[src/rtl/mult_parity_responder.sv]
// Parity-protected iterative 16x16 signed multiplier, responder side.
// Optional macro MULT_ARG_PARITY_CHECK_EN enables operand parity checking and the ERR path.
module mult_parity_responder (
    input  logic        clk,
    input  logic        rst_n,
    input  logic [15:0] arg_a,
    input  logic        arg_a_parity,
    input  logic [15:0] arg_b,
    input  logic        arg_b_parity,
    input  logic        req,
    output logic        ack,
    output logic [31:0] result,
    output logic        result_parity,
    output logic        result_rdy,
    output logic        arg_parity_error
);

    // Handshake: req is sampled only in IDLE; ack is a one-cycle pulse after the
    // capture edge; result_rdy is a one-cycle strobe with result fields held
    // stable from that strobe until the next capture.
    typedef enum logic [1:0] {IDLE, CALC, ERR, DONE} state_t;

    state_t      state_q, state_d;
    logic [3:0]  cnt_q, cnt_d;
    logic [31:0] mcand_q, mcand_d;
    logic [15:0] mplier_q, mplier_d;
    logic [31:0] acc_q, acc_d;
    logic        neg_q, neg_d;
    logic        ack_q, ack_d;
    logic        rdy_q, rdy_d;
    logic [31:0] result_q, result_d;
    logic        rpar_q, rpar_d;
    logic        perr_q, perr_d;

    logic [16:0] mag_a, mag_b;
    logic [31:0] step_sum;
    logic [31:0] signed_prod;
    logic        par_bad;

`ifdef MULT_ARG_PARITY_CHECK_EN
    assign par_bad = (arg_a_parity != ^arg_a) || (arg_b_parity != ^arg_b);
`else
    logic unused_parity;
    assign unused_parity = arg_a_parity ^ arg_b_parity;
    assign par_bad       = 1'b0;
`endif

    // 17-bit magnitudes so that -32768 maps to +32768 exactly; the largest
    // magnitude never sets bit 16, so 16 multiplier steps cover every operand.
    assign mag_a = arg_a[15] ? (17'd0 - {1'b1, arg_a}) : {1'b0, arg_a};
    assign mag_b = arg_b[15] ? (17'd0 - {1'b1, arg_b}) : {1'b0, arg_b};

    assign step_sum    = acc_q + (mplier_q[0] ? mcand_q : 32'd0);
    assign signed_prod = neg_q ? (32'd0 - step_sum) : step_sum;

    always_comb begin
        state_d  = state_q;
        cnt_d    = cnt_q;
        mcand_d  = mcand_q;
        mplier_d = mplier_q;
        acc_d    = acc_q;
        neg_d    = neg_q;
        ack_d    = 1'b0;
        rdy_d    = 1'b0;
        result_d = result_q;
        rpar_d   = rpar_q;
        perr_d   = perr_q;
        case (state_q)
            IDLE: begin
                if (req) begin
                    ack_d    = 1'b1;
                    result_d = 32'd0;
                    rpar_d   = 1'b0;
                    perr_d   = 1'b0;
                    mcand_d  = {15'd0, mag_a};
                    mplier_d = mag_b[15:0];
                    acc_d    = 32'd0;
                    neg_d    = arg_a[15] ^ arg_b[15];
                    cnt_d    = 4'd0;
                    state_d  = par_bad ? ERR : CALC;
                end
            end
            CALC: begin
                acc_d    = step_sum;
                mcand_d  = mcand_q << 1;
                mplier_d = mplier_q >> 1;
                cnt_d    = cnt_q + 4'd1;
                if (cnt_q == 4'd15) begin
                    result_d = signed_prod;
                    rpar_d   = ^signed_prod;
                    state_d  = DONE;
                end
            end
`ifdef MULT_ARG_PARITY_CHECK_EN
            ERR: begin
                result_d = 32'd0;
                rpar_d   = 1'b0;
                perr_d   = 1'b1;
                state_d  = DONE;
            end
`endif
            DONE: begin
                rdy_d   = 1'b1;
                state_d = IDLE;
            end
            default: state_d = IDLE;
        endcase
    end

    always_ff @(posedge clk or negedge rst_n) begin
        if (!rst_n) begin
            state_q  <= IDLE;
            cnt_q    <= 4'd0;
            mcand_q  <= 32'd0;
            mplier_q <= 16'd0;
            acc_q    <= 32'd0;
            neg_q    <= 1'b0;
            ack_q    <= 1'b0;
            rdy_q    <= 1'b0;
            result_q <= 32'd0;
            rpar_q   <= 1'b0;
            perr_q   <= 1'b0;
        end else begin
            state_q  <= state_d;
            cnt_q    <= cnt_d;
            mcand_q  <= mcand_d;
            mplier_q <= mplier_d;
            acc_q    <= acc_d;
            neg_q    <= neg_d;
            ack_q    <= ack_d;
            rdy_q    <= rdy_d;
            result_q <= result_d;
            rpar_q   <= rpar_d;
            perr_q   <= perr_d;
        end
    end

    assign ack              = ack_q;
    assign result           = result_q;
    assign result_parity    = rpar_q;
    assign result_rdy       = rdy_q;
    assign arg_parity_error = perr_q;

endmodule

[config.mk]
export PLATFORM = sky130hd
export DESIGN_NAME = mult_parity_responder
export DESIGN_NICKNAME = d
export VERILOG_FILES = /design/src/rtl/mult_parity_responder.sv
export SDC_FILE = /design/constraint.sdc
export NUM_CORES = 1
export LEC_CHECK = 0
export ABC_AREA = 1
export CORE_MARGIN = 2
export CORE_UTILIZATION = 30
export CTS_CLUSTER_SIZE = 20
export DETAILED_ROUTE_END_ITERATION = 10
export GPL_TIMING_DRIVEN = 0
export PLACE_DENSITY = 0.51
export SLEW_MARGIN = 30
export SYNTH_ARGS = -nofsm -noshare
export SYNTH_HDL_FRONTEND = slang
export SYNTH_SLANG_ARGS = --single-unit
[constraint.sdc]
create_clock -name clk -period 3.9 [get_ports clk]
set_input_delay 0.585 -clock clk [delete_from_list [all_inputs] [get_ports clk]]
set_output_delay 0.585 -clock clk [all_outputs]
set_load 0.01 [all_outputs]
* After elaboration in Yosys (flattened, before gate mapping) *
Cells that the tools add are included.

cells by class
  $add $sub $neg = 5
  multiply operators = 0
  div/mod/pow operators = 0
  magnitude comparators = 0
  equal/unequal tests = 5
  shifts and indexed selects = 0
  multiplexer cells = 23
  bitwise gates (word level) = 1
  reduce and logical (&&, ||, !) cells = 7

operators with widths
  operator               count
  $pmux 32 s2            3
  $mux 32                5
  $add 32x32->32         1
  $mux 16                2
  $pmux 16 s2            1
  $reduce_xor 32->1      1
  $sub 1x32->32 const A  1
  $mux 17                1
  $sub 1x17->17 const A  1
  $sub 1x16->16 const A  1
  $pmux 4 s2             1
  $reduce_and 2->1       3
  $mux 1                 5
  $add 4x1->4 const B    1
  $eq 4x4->1 const B     1
  $mux 2                 2
  $mux 4                 1
  $ne 2x2->1 const B     2
  $pmux 2 s2             1
  $reduce_and 3->1       1
  $eq 2x1->1 const B     1
  $eq 2x2->1 const B     1
  $logic_not 2->1        1
  $pmux 1 s2             1
  2 further kinds        2

storage, ports and cells
  flip-flop bits (word level) = 122
  bits in latches = 0
  RAM bits = 0
  bits in read-only memories = 0
  output and inout bits = 36
  word-level logic and storage cells = 51
  memories kept = 0

* Depth between registers and ports, before layout *
  depth after elaboration = 7
  gate-level depth with buffers = 37
  depth with buffers taken out = 34

* Worst setup path after synthesis *
No wires, ideal clock.

  path type = register to register
  start point = register mplier_q[0]
  end point = register rpar_q (netlist: result_parity)
  setup time = 117 ps
  arrival time = 3,433 ps
  required time = 3,783 ps
  slack = 350 ps
  stages on the path, launching flop included = 25
  path buffers = 2
  path through = dfrtp_1 clkbuf_1 clkbuf_1 nand2_1 inv_1 ha_1 fa_1 inv_1 ha_1 nand2_1 o21ai_0 xor2_1 xor2_1 xor2_1 xor2_1 nand2_1 nand2_1 nand2_1 nand2_1 nand2_1 nand2_1 xor2_1 nand3_1 nand3_1 nand2_1

between the ends
  cells in the longest elaborated chain, start to end = 7

RTL lines
  element                   line  text
  start: declaration        26    logic [15:0] mplier_q, mplier_d;
  start signal: assignment  127   mplier_q <= mplier_d;
  $mux 32 *                 53    assign step_sum = acc_q + (mplier_q[0] ? mcand_q : 32'd0);
  $add 32x32->32 *          53
  $sub 1x32->32             54    assign signed_prod = neg_q ? (32'd0 - step_sum) : step_sum;
  $mux 32 *                 54
  $reduce_xor 32->1 *       90    rpar_d = ^signed_prod;
  $mux 1 *                  88    if (cnt_q == 4'd15) begin
  $pmux 1 s2 *              68    case (state_q)
  end signal: assignment    133   rpar_q <= rpar_d;
  end: declaration          32    logic rpar_q, rpar_d;

Every way passes the cells marked *; elsewhere a longest branch is shown, timed or not. The select of a mux whose other input is x is not followed.
A chain may end at the register's enable or synchronous reset.

* Worst setup path after layout *
Ends and elaborated chain as after synthesis.

==> results.md <==
* Fraction of final layout cells with drive strength greater than 1 at 17.3%
* Worst Path Buf+Inv at 5
* Vias in the first global route at 9078
* Number of CTS-inserted buffers at 17
* WP data arrival at 4.01 ns
* Category of the worst setup path launch point: register
* Final hold viol count at 0
* Clk network pwr share at 13.2%
* Worst path top cell family by delay: simple AND/OR/NAND/NOR gates
* Endpoint of the lowest-slack register-to-register path: result_parity
* Crit share post-route at 94.2%
* Final number of setup-violating endpoints at 0
* Count of warnings emitted by yosys at 0
* Switching part of the total at 52.2%
* Worst path depth at 30
* Synth Cell Area at 0.00972 mm^2
* Initial Util at 30.6%
* Count of standard-cell rows at 65
* Hold-fix buffers, CTS at 0
* Chip width at 184 um
* Share of power burned in combinational logic at 70.0%
* Class of the tightest hold or removal check: primary input to asynchronous set/reset pin
* Bufs on Longest Clock Path at 2
* Clock tree from TritonCTS: built
* Reg2Reg Setup Slack at 0.22 ns
* Final non-filler cell total at 2047
* Root buffer cell: sky130_fd_sc_hd__clkbuf_16
* Layout-stage area growth over the synthesis result at 28.2%
* Average cell area after synthesis at 6.37 um^2
* Buffers on Ports at 68
* Min Clock Period, post-route at 3.68 ns
* HPWL after detailed placement at 22800 um
* Via count at 9565
* R2r worst-path depth at 30
* Number of flip-flops and latches in the synthesized netlist at 122
* Synth Flop Type: sky130_fd_sc_hd__dfrtp_1
* Chip height at 184 um
* Maximum clock skew at final layout at 0.0151 ns
* Max-Slew Margin vs Limit at 53.2%
* WL final at 28900 um
* Final #Nets at 1705
* Avg Vias per Cell at 4.67
* Global router's overall resource usage at 17.5%
* Type of destination of the critical path: register
* Critical Path RT at 4.24 ns
* Number of nets still failing antenna checks after routing at 0
* Max Freq at 0.272 GHz
* Overflow after GRT at 0
* EDFF count, synth at 0
* Standby leakage power at 0.00631 uW
* Number of antenna violations at the first check in global routing at 0
* Setup TNS Final at 0 ns
* Run status: finished clean
* Number of antenna repair diodes at 0
* Instance count of the mapped netlist at 1525
* Transition time at the pin with the least slew margin at 0.700 ns
* Worst ir drop on vdd at 0.000494 V
* Post-layout worst setup margin at 0.224 ns
* Commonest cells after routing, fill and taps aside: sky130_fd_sc_hd__nand2_1, sky130_fd_sc_hd__inv_1, sky130_fd_sc_hd__dfrtp_1
* Layout filler cell count at 3379
* Worst-path clk slew at 0.08 ns
* Post-detailed-route DRC marker count at 0
* Most prevalent standard cell on the critical path: sky130_fd_sc_hd__nand2_1
* Library cell contributing the largest single delay on the critical path: sky130_fd_sc_hd__dfrtp_2
* Min Hold Slack at 0.0311 ns
* Commonest non-fill, non-tap cell in the layout: sky130_fd_sc_hd__nand2_1
* Initial DRT Pass Iterations at 5
* Reg-to-Reg Start: mplier_q[0]
* Largest stage delay on the critical path at 0.45 ns
* Worst Path Class, Setup: register to register
* Number of clock sinks at 122
* Power after layout at 12600 uW
* Register Area at 0.00305 mm^2
* Critical-path maximum fanout at 7
* Asr flop ratio synth at 100%
* Die area at 0.0339 mm^2
* First-pass GRT wire length at 46500 um
* Total number of H-tree levels at 4
* Mapped Nets at 1598
* Number of violations reported at the end of detailed-routing iteration 0 at 503
* Largest net degree at the start of global routing at 82
* Wirelength per Cell at 14.1 um
* Part of the power in registers at 16.8%
* Area taken by multi-input logic gates at 0.00633 mm^2
* Pwr per Cell Area at 1010 mW/mm^2
* Sequential cell area fraction in the yosys report at 31.4%
* Placer Congestion at 0.861
* Later-pin clock latency in the skew report at 0.44 ns
* Number of unique standard cell types used by synthesis at 45
* Boundary Pins at 73
* Final number of max-transition violations at 0
* Setup WS pre-CTS at -0.919 ns
* Core box area at 0.0317 mm^2
* Max Cap Violations at 0
* Switching power total at 6590 uW
* DP Cell Count at 1996
* Design internal power at 6020 uW
cell usage after synthesis, drive strengths merged, types with 3 or more instances:
library cell / count / area share [%]
ha: 35 / 4.5
dfrtp: 122 / 31
xor2: 32 / 3.0
o21ai: 101 / 5.2
xnor2: 21 / 1.9
clkbuf: 28 / 1.1
inv: 245 / 9.5
buf: 10 / 0.50
nor2: 106 / 4.8
clkinv: 4 / 0.15
o22ai: 16 / 1.0
nand2: 599 / 24
nor3: 18 / 0.93
a21oi: 26 / 1.4
nand3b: 3 / 0.23
o31ai: 4 / 0.31
a22o: 8 / 0.72
a22oi: 25 / 1.9
nand4: 10 / 0.64
nand3: 92 / 5.2
and2: 6 / 0.39
cells by family (layout without fill, tap and decap cells):
kind of cell               Yosys count  in the layout  share of synthesized area (%)
and+or+nand+nor                    838            838                           36.5
xor gates and xnor gates            53             53                           4.85
AOI/OAI and AO/OA                  188            188                           11.3
DFF                                122            122                           31.4
adders and majority gates           36             36                           4.71
other                                1              1                         0.0386
buffers and inverters              287            407                           11.2
worst max path at each step:
| stage | end | slack [ns] | from |
|---|---|---|---|
| after CTS | result_parity | 0.02 | mplier_q[0] |
| after floorplan | result_parity | 0.35 | mplier_q[0] |
| after detailed placement | result_parity | -0.92 | mplier_q[0] |
| final | result_parity | 0.22 | mplier_q[0] |
| after global routing | result_parity | -0.03 | mplier_q[0] |
| after global placement | mplier_q[13] | -2.80 | rst_n |
power by group through the flow:
| stage | sequential (uW) | clock, uW | combinational, uW |
|---|---|---|---|
| 2_1_floorplan | 2100 | 0 | 5640 |
| 3_3_place_gp | 2090 | 0 | 7560 |
| 3_5_place_dp | 2090 | 0 | 7690 |
| 4_1_cts | 2090 | 1710 | 7810 |
| 5_1_grt | 2180 | 1760 | 10000 |
| 6_report | 2120 | 1670 | 8820 |
flip-flops by register name, summed over array words and instances (netlist names):
name           count
acc_q             32
ack                1
cnt_q              4
mcand_q           32
mplier_q          16
neg_q              1
result            32
result_parity      1
result_rdy         1
state_q            2
worst reg2reg max path, delay by kind of cell, from the launching register on:
family	cells	cell delay [ns]
buffers and inverters	5	0.47
DFF	1	0.45
adders and majority gates	2	0.52
and+or+nand+nor	22	1.86
AOI/OAI and AO/OA	1	0.28
per-stage QoR:
stage	util (%)	cell area, um^2
6_report	39.3	12500
3_5_place_dp	34.5	10900
4_1_cts	36.8	11700
5_1_grt	39.3	12500
3_3_place_gp	34.4	10900
2_1_floorplan	-	9720
what timing repair did:
action,in CTS,in global routing
setup buffers,9,13
endpoints found under the setup margin,17,1
resized for setup,26,181
pin swaps,6,43
area by class of cell:
cell class / count / area share, %
clock buffer: 17 / 3.41
inverter: 249 / 7.54
tap: 402 / 4.04
multi-input combinational: 1116 / 50.8
sequential: 122 / 24.5
clock inverter: 15 / 1.38
timing repair buffer: 91 / 7.08
buffer: 35 / 1.26
metal layers:
layer	track usage [%]	vias to the layer above	share of wire, %
met2	28.3	177	46
li1	-	4987	-
met4	4.93	0	1.7
met5	0	-	0
met3	2.40	36	3.5
met1	24.2	4365	49
No activity file was read; power rests on OpenSTA's default activity.
